$ cat src/rtl/video_timing_recover.sv
// video_timing_recover: rebuilds pixel/line position from an incoming sync/blank
// stream, measures the frame geometry and reports lock once it stays stable.
module video_timing_recover #(
  parameter int unsigned HW          = 10,
  parameter int unsigned VW          = 10,
  parameter int unsigned LOCK_FRAMES = 2
) (
  input  logic          clk,
  input  logic          reset,
  input  logic          clk_pix,
  input  logic          hsync,
  input  logic          vsync,
  input  logic          hbl,
  input  logic          vbl,
  output logic [HW-1:0] hc,
  output logic [VW-1:0] vc,
  output logic [HW-1:0] htotal,
  output logic [HW-1:0] hactive,
  output logic [HW-1:0] hs_start,
  output logic [HW-1:0] hs_width,
  output logic [VW-1:0] vtotal,
  output logic [VW-1:0] vactive,
  output logic          frame_start,
  output logic          locked,
  output logic          timeout
);

  localparam int unsigned   CW     = 4;
  localparam logic [HW-1:0] H_MAX  = '1;
  localparam logic [VW-1:0] V_MAX  = '1;
  localparam logic [CW-1:0] LOCK_N = CW'(LOCK_FRAMES);

  typedef enum logic [1:0] {
    SEARCH  = 2'd0,
    MEASURE = 2'd1,
    LOCKED  = 2'd2
  } state_t;

  state_t        state;
  logic [CW-1:0] match_cnt;

  logic          hsync_q, vsync_q, hbl_q, vbl_q;
  logic [HW-1:0] line_len, act_w, hs_pos, hs_w;
  logic [VW-1:0] frame_len, act_h;

  logic          hbl_rise, hbl_fall, hsync_rise, hsync_fall, vbl_rise, vbl_fall;
  logic [HW-1:0] hc_inc, hc_n, line_len_n, act_w_n, hs_pos_n, hs_w_n;
  logic [VW-1:0] vc_inc, vc_n, frame_len_n, act_h_n;
  logic          h_to, v_to, geom_diff;
  logic [CW-1:0] match_inc;
  logic          vsync_unused;

  // vsync only feeds its edge register; nothing downstream consumes it
  assign vsync_unused = vsync_q;

  // Edges, next counter values and the captures this enable would produce
  always_comb begin
    hbl_rise   = hbl & ~hbl_q;
    hbl_fall   = ~hbl & hbl_q;
    hsync_rise = hsync & ~hsync_q;
    hsync_fall = ~hsync & hsync_q;
    vbl_rise   = vbl & ~vbl_q;
    vbl_fall   = ~vbl & vbl_q;

    hc_inc     = hc + HW'(1);
    hc_n       = hbl_fall ? '0 : ((hc == H_MAX) ? H_MAX : hc_inc);
    line_len_n = hbl_fall ? hc_inc : line_len;
    act_w_n    = hbl_rise ? hc_inc : act_w;
    hs_pos_n   = hsync_rise ? hc_inc : hs_pos;
    hs_w_n     = hsync_fall ? (hc_inc - hs_pos) : hs_w;

    vc_inc = vc + VW'(1);
    vc_n   = vc;
    if (vbl_fall) begin
      vc_n = '0;
    end else if (hbl_fall) begin
      vc_n = (vc == V_MAX) ? V_MAX : vc_inc;
    end
    frame_len_n = vbl_fall ? vc_inc : frame_len;
    act_h_n     = vbl_rise ? vc_n : act_h;

    // Loss of sync: a counter runs into saturation instead of being restarted
    h_to = (hc != H_MAX) && (hc_n == H_MAX);
    v_to = (vc != V_MAX) && (vc_n == V_MAX);

    geom_diff = (line_len_n != htotal) || (act_w_n != hactive) ||
                (hs_pos_n != hs_start) || (hs_w_n != hs_width) ||
                (frame_len_n != vtotal) || (act_h_n != vactive);
    match_inc = match_cnt + CW'(1);
  end

  // Edge registers, position counters and working captures
  always_ff @(posedge clk or posedge reset) begin
    if (reset) begin
      hsync_q   <= 1'b0;
      vsync_q   <= 1'b0;
      hbl_q     <= 1'b0;
      vbl_q     <= 1'b0;
      hc        <= '0;
      vc        <= '0;
      line_len  <= '0;
      act_w     <= '0;
      hs_pos    <= '0;
      hs_w      <= '0;
      frame_len <= '0;
      act_h     <= '0;
    end else if (clk_pix) begin
      hsync_q   <= hsync;
      vsync_q   <= vsync;
      hbl_q     <= hbl;
      vbl_q     <= vbl;
      hc        <= hc_n;
      vc        <= vc_n;
      line_len  <= line_len_n;
      act_w     <= act_w_n;
      hs_pos    <= hs_pos_n;
      hs_w      <= hs_w_n;
      frame_len <= frame_len_n;
      act_h     <= act_h_n;
    end
  end

  // Lock state machine, geometry publication and one-clk status pulses
  always_ff @(posedge clk or posedge reset) begin
    if (reset) begin
      state       <= SEARCH;
      match_cnt   <= '0;
      locked      <= 1'b0;
      frame_start <= 1'b0;
      timeout     <= 1'b0;
      htotal      <= '0;
      hactive     <= '0;
      hs_start    <= '0;
      hs_width    <= '0;
      vtotal      <= '0;
      vactive     <= '0;
    end else begin
      frame_start <= clk_pix & vbl_fall;
      timeout     <= 1'b0;
      if (clk_pix) begin
        if (h_to || v_to) begin
          timeout   <= 1'b1;
          state     <= SEARCH;
          match_cnt <= '0;
          locked    <= 1'b0;
          htotal    <= '0;
          hactive   <= '0;
          hs_start  <= '0;
          hs_width  <= '0;
          vtotal    <= '0;
          vactive   <= '0;
        end else if (vbl_fall) begin
          htotal   <= line_len_n;
          hactive  <= act_w_n;
          hs_start <= hs_pos_n;
          hs_width <= hs_w_n;
          vtotal   <= frame_len_n;
          vactive  <= act_h_n;
          case (state)
            SEARCH: begin
              state     <= MEASURE;
              match_cnt <= '0;
            end
            MEASURE: begin
              if (geom_diff) begin
                match_cnt <= '0;
              end else begin
                match_cnt <= match_inc;
                if (match_inc == LOCK_N) begin
                  state  <= LOCKED;
                  locked <= 1'b1;
                end
              end
            end
            LOCKED: begin
              if (geom_diff) begin
                state     <= MEASURE;
                match_cnt <= '0;
                locked    <= 1'b0;
              end
            end
            default: begin
              state     <= SEARCH;
              match_cnt <= '0;
              locked    <= 1'b0;
            end
          endcase
        end
      end
    end
  end

endmodule

$ cat config.mk
export PLATFORM = sky130hd
export DESIGN_NAME = video_timing_recover
export DESIGN_NICKNAME = d
export VERILOG_FILES = /design/src/rtl/video_timing_recover.sv
export SDC_FILE = /design/constraint.sdc
export NUM_CORES = 1
export LEC_CHECK = 0
export ABC_CLOCK_PERIOD_IN_PS = 11650
export CAP_MARGIN = 20
export CORE_ASPECT_RATIO = 1.1
export CORE_MARGIN = 3
export CORE_UTILIZATION = 53
export DETAILED_ROUTE_END_ITERATION = 10
export HOLD_SLACK_MARGIN = 0.03
export PLACE_DENSITY_LB_ADDON = 0.25
export RECOVER_POWER = 100
export SETUP_SLACK_MARGIN = 0.3
export SLEW_MARGIN = 30
export SYNTH_ARGS = -nofsm -noshare
export SYNTH_HDL_FRONTEND = slang
export SYNTH_SLANG_ARGS = --single-unit
$ cat constraint.sdc
create_clock -name clk -period 11.65 [get_ports clk]
set_input_delay 2.9125 -clock clk [delete_from_list [all_inputs] [get_ports clk]]
set_output_delay 2.9125 -clock clk [all_outputs]
set_load 0.02 [all_outputs]
== Word level (Yosys, flattened, before mapping) ==
Index checks and enable logic that the tools add are counted.

* Register bits after elaboration: 152
* Input bits: 7
* Output and inout port bits: 83
* Logic and storage cells: 114

* $add $sub $neg: 4
* Eq/ne operators: 19
* Multiplexer cells: 42
* Bitwise gates (word level): 13
* Reductions and logical operators: 14

{| class="wikitable"
|+ Operator list
! operator !! count
|-
| 10-bit two-way mux || 23
|-
| 10-bit inequality test || 6
|-
| 10-bit == test, second input constant || 4
|-
| 10-bit by 1-bit adder with 10-bit output, second input constant || 2
|-
| 10-bit inequality test, second input constant || 2
|-
| 4-bit two-way mux || 4
|-
| 2-bit two-way mux || 5
|-
| 10-bit subtractor || 1
|-
| 3-bit inequality test, second input constant || 3
|-
| 4-bit one-hot mux with 2 select lines || 1
|-
| 1-bit bitwise AND || 7
|-
| 1-bit two-way mux || 7
|-
| 1-bit logical OR || 6
|-
| 1-bit inverter || 6
|-
| 2-bit one-hot mux with 3 select lines || 1
|-
| 6-bit AND reduction || 1
|-
| 5-bit AND reduction || 1
|-
| 4-bit by 1-bit adder with 4-bit output, second input constant || 1
|-
| 4-bit by 2-bit == test with 1-bit output, second input constant || 1
|-
| 1-bit one-hot mux with 3 select lines || 1
|-
| 3-bit AND reduction || 1
|-
| 2-bit by 1-bit == test with 1-bit output, second input constant || 1
|-
| 2-bit == test, second input constant || 1
|-
| 1-bit logical AND || 2
|-
| other kinds (4) || 4
|}

== Depth between registers and ports, before layout ==
* Depth in word-level cells: 13
* Mapped depth: 18
* Depth with buffers taken out: 16

== Worst setup path after synthesis ==
Ideal clock, no wire load.

* Path type: input port to flip-flop
* Start point: in hbl
* End point: reg match_cnt[1]
* Setup time: 82 ps
* Arrival: 5482 ps
* Data required time: 11568 ps
* Slack: 6086 ps
* Cell stages on the path: 10
* Path buffers: 0
* Path through: nand2b_1 > a2111oi_0 > xnor2_1 > o32a_1 > o311ai_0 > or4_1 > nor4_1 > o2111ai_1 > or4b_4 > o22ai_1

* Longest elaborated chain between the ends: 13
* Elaborated cells on any way between the ends: 29
* Those cells by class: 6 x eq/ne; 10 x mux; 3 x bitwise; 10 x reduce/logical

{| class="wikitable"
|+ RTL lines
! item !! RTL line !! text
|-
| start: declaration || 13 || <nowiki>input logic hbl,</nowiki>
|-
| 1-bit inverter || 59 || <nowiki>hbl_fall = ~hbl & hbl_q;</nowiki>
|-
| 1-bit bitwise AND || 59 ||
|-
| 10-bit two-way mux || 67 || <nowiki>line_len_n = hbl_fall ? hc_inc : line_len;</nowiki>
|-
| 10-bit inequality test || 86 || <nowiki>geom_diff = (line_len_n != htotal) || (act_w_n != hactive) ||</nowiki>
|-
| 1-bit logical OR (2 in series) || 86 ||
|-
| 1-bit logical OR (2 in series) || 87 || <nowiki>(hs_pos_n != hs_start) || (hs_w_n != hs_width) ||</nowiki>
|-
| 1-bit logical OR || 88 || <nowiki>(frame_len_n != vtotal) || (act_h_n != vactive);</nowiki>
|-
| 4-bit two-way mux || 165 || <nowiki>if (geom_diff) begin</nowiki>
|-
| 4-bit one-hot mux with 2 select lines || 159 || <nowiki>case (state)</nowiki>
|-
| 4-bit two-way mux || 152 || <nowiki>end else if (vbl_fall) begin</nowiki>
|-
| 4-bit two-way mux || 141 || <nowiki>if (h_to || v_to) begin</nowiki>
|-
| end signal: assignment || 168 || <nowiki>match_cnt <= match_inc;</nowiki>
|-
| end: declaration || 40 || <nowiki>logic [CW-1:0] match_cnt;</nowiki>
|}

Parallel ways exist; a longest one is shown, timed or not. The select of a mux whose other input is x is not followed.
A chain may end at the register's enable or synchronous reset.

== Final worst setup path ==
* Start point: in hbl
* End point: reg locked

* Longest elaborated chain between the ends: 11
* Elaborated cells on any way between the ends: 29
* Those cells by class: 9 x eq/ne; 7 x mux; 3 x bitwise; 10 x reduce/logical

{| class="wikitable"
|+ RTL lines
! item !! RTL line !! text
|-
| 1-bit inverter || 59 ||
|-
| 1-bit bitwise AND || 59 ||
|-
| 10-bit two-way mux || 67 ||
|-
| 10-bit inequality test || 86 ||
|-
| 1-bit logical OR (2 in series) || 86 ||
|-
| 1-bit logical OR (2 in series) || 87 ||
|-
| 1-bit logical OR || 88 ||
|-
| 3-bit inequality test (no line) || - ||
|-
| 6-bit AND reduction (no line) || - ||
|-
| end signal: assignment || 128 || <nowiki>locked <= 1'b0;</nowiki>
|-
| end signal: assignment || 145 || <nowiki>locked <= 1'b0;</nowiki>
|-
| end signal: assignment || 171 || <nowiki>locked <= 1'b1;</nowiki>
|-
| end: declaration || 24 || <nowiki>output logic locked,</nowiki>
|}

Parallel ways exist; a longest one is shown, timed or not.

==> metrics.txt <==
status=finished with violations; failing checks=max-capacitance violations, max-slew violations; critical path arrival=slightly below 10 ns; unrepaired setup endpoints after global routing=false; global-route wire length before repair=about 48000 um; # H-tree levels=4; Routed wire per std cell=21.1 um; via density per instance=~6.3; Initial Util=about 54%; maximum resistive drop on vdd=about 0.14 mV; NetSw=~920 uW; CTS Buf Count=17; Netlist cell types=80; I/O Buffers=a little under 90; hold endpoint=frame_len[5]; sequential share of power=34.9%; Hold Path Depth=2; Worst R2R Start=vc[0]; Total GRT Usage=between 30% and 40%; Die Span X=135 um; Synth Area in Adders=approximately 1.9%; clock network power share=about 25%; Multi-input gate area=approximately 5400 um^2; die area=between 20000 and 25000 um^2; I/O Pins=90; register area=between 3000 and 4000 um^2; largest net degree at the start of global routing=93; Max Freq=0.108 GHz; worst slew pin tran=4.20 ns; Final Critical Period=9.29 ns; leading area contributor after synthesis=dfrtp_1; register area share after synthesis=just under 40%; # DRC=0; synthesized flop and latch total=between 150 and 200; HP Class=register to register; share of the synthesized area in the top cell type=between 30% and 40%; number of global-route vias before repair=8392; Setup TNS Final=0 ns; maximum clock path buffer count=2; setup violators final=0; via count=just over 9000; Worst Path Max Fanout=64; DIE HEIGHT=148 um; hold_buf cts=0; ys flop type=dfrtp_1; synthesized area per cell=around 8.4 um^2; Site Rows=51; proportion of synthesized area in mux cells=under 10%; worst hold path startpoint=frame_len[5]; Syn Nets=~1200; Post-Synthesis Cells=roughly 1200; power consumption=between 2 and 2.5 mW; asr flop ratio synth=100%; TritonCTS clock tree=built; final period utilization=about 80%; Nets=about 1200; synthesized area=between 9000 and 10000 um^2; Final Max Slew Viols=between 200 and 250; largest family of logic cells by synthesized area=compound AO/OA/AOI/OAI gates; final hold viol count=0; Clock Latency Late Sink=0.43 ns; post_cts resized=0; Max Cap Viol=4; R2R cell count=14; R2R Path End=locked; ant diodes=0; drt pass-1 iters=6; Required @ worst endpoint=12.01 ns; LEAKAGE=about 4.8 nW; core area=between 15000 and 20000 um^2; largest cells by area after synthesis=dfrtp_1 39%, nand2_1 6.2%, o21ai_0 5.3%, xnor2_1 4.3%, a21oi_1 4.3%; Synth Area in XOR/XNOR=under 10%; design area=11200 um^2; antenna violations before repair=0; CTS Sinks=152; DP HPWL=21200 um; Sw Share=approximately two fifths; WL final=roughly 30000 um; Synth Area in Simple Gates=19.6%; worst setup path class=input port to register; DR iter-0 viols=860; area grow syn2layout=15.6%; Area after DPL=~11000 um^2; root buffer cell=clkbuf_16; Worst Skew=0.00804 ns; Yosys warning total=0; DRT antenna net count=0; Filler Cell Count=1597; # Post-CTS Setup Buffers=0; Post-synth EDFFs=0; share of layout cells above drive strength 1=under 10%; CP endpoint kind=register; Placer Congestion=~0.97; Worst-path clk slew=~0.070 ns; combinational share of power=40.0%; Int Power=1.32 mW; Worst Setup Start Kind=input port; Max transition margin=-182%; R2R Setup Slk=between 4 and 5 ns; post-synthesis compound-gate area fraction=a little under a quarter; grt total ovfl=0; pwr dens=approximately 200 nW/um^2
-- power groups by stage --
stage / combinational, mW / sequential (mW) / clock [mW]
final: 0.896 / 0.782 / 0.560
after global routing: 0.982 / 0.799 / 0.587
after CTS: 0.914 / 0.781 / 0.564
after detailed placement: 0.907 / 0.788 / 0
after global placement: 0.893 / 0.787 / 0
after floorplan: 0.545 / 0.812 / 0
-- registers in the layout, indices dropped and copies added, names as in the netlist, 2 cells and up --
signal and count:
act_h 10, act_w 10, frame_len 10, hactive 10, hc 10, hs_pos 10
hs_start 10, hs_w 10, hs_width 10, htotal 10, line_len 10, vactive 10
vc 10, vtotal 10, match_cnt 4, state 2
-- cell usage after synthesis (17+ instances only) --
cell type    n
nand2_1    160
dfrtp_1    152
o21ai_0    102
a21oi_1     83
nor2_1      72
clkbuf_1    54
inv_1       48
xnor2_1     48
o31ai_1     38
xor2_1      34
nand3_1     32
a31oi_1     17
buf_2       17
nor2b_1     17
nor3_1      17
-- cell families (layout without fill, tap and decap cells) --
| family | count (synthesis) | in the layout |
|---|---|---|
| AOI/OAI and AO/OA | 351 | 351 |
| xor gates and xnor gates | 84 | 84 |
| adders and majority gates | 14 | 14 |
| buffers and inverters | 136 | 186 |
| DFF | 152 | 152 |
| muxes | 27 | 27 |
| and+or+nand+nor | 390 | 390 |
-- through the flow --
stage	hold slack [ns]	setup WS (ns)	std cells	util (%)
final	0.482	2.36	1442	62.9
after global routing	0.520	1.97	1442	62.9
after CTS	0.484	4.11	1441	62.8
after detailed placement	0.470	3.68	1409	59.5
after global placement	0.466	3.72	1409	59.5
after floorplan	0.450	4.64	1154	-
-- how the worst max path moves through the flow --
stage | start | endpoint | slack, ns | cells after the start
3_5_place_dp | hbl | state[0] | 3.68 | 13
4_1_cts | hbl | state[0] | 4.11 | 13
3_3_place_gp | hbl | state[0] | 3.72 | 13
5_1_grt | hbl | locked | 1.97 | 13
2_1_floorplan | reset | act_h[0] | 4.64 | 1
6_report | hbl | locked | 2.36 | 13
-- critical path: stages --
cell and delay, ns:
dlygate4sd3_1 0.65, nor2b_2 0.42, buf_4 0.47, a21oi_1 0.16, or3_1 0.40, nand4bb_1 0.66, nand2_2 0.19, clkbuf_1 2.04
o21ai_4 0.39, buf_16 0.34, buf_4 0.33, nor4_1 0.41, a2bb2oi_1 0.18
-- layout by cell type, fill, tap and decap left out, types with 15 or more instances in the layout --
cell type,Yosys,final
a21oi_1,83,83
a31oi_1,17,17
clkbuf_16,0,17
dfrtp_1,152,152
dlygate4sd3_1,0,86
inv_1,48,47
nand2_1,160,159
nand3_1,32,32
nor2_1,72,72
nor2b_1,17,15
nor3_1,17,16
o21ai_0,102,102
o31ai_1,38,38
xnor2_1,48,48
xor2_1,34,34
-- layer usage --
layer	global-route usage [%]	vias to the layer above	part of all wire, %
met4	13.7	0	4.1
met5	0	-	0
li1	-	4207	-
met2	48.8	428	47
met3	4.59	67	7.4
met1	41.3	4394	41
-- area by class of cell --
cell class,count,area share (%)
inverters,51,1.74
clock buffers,22,4.13
multi-input cells,866,47.8
flip-flops and latches,152,33.9
clock inverters,10,1.06
well taps,238,2.65
repair buffers,103,8.80
No activity file was read; power rests on OpenSTA's default activity.
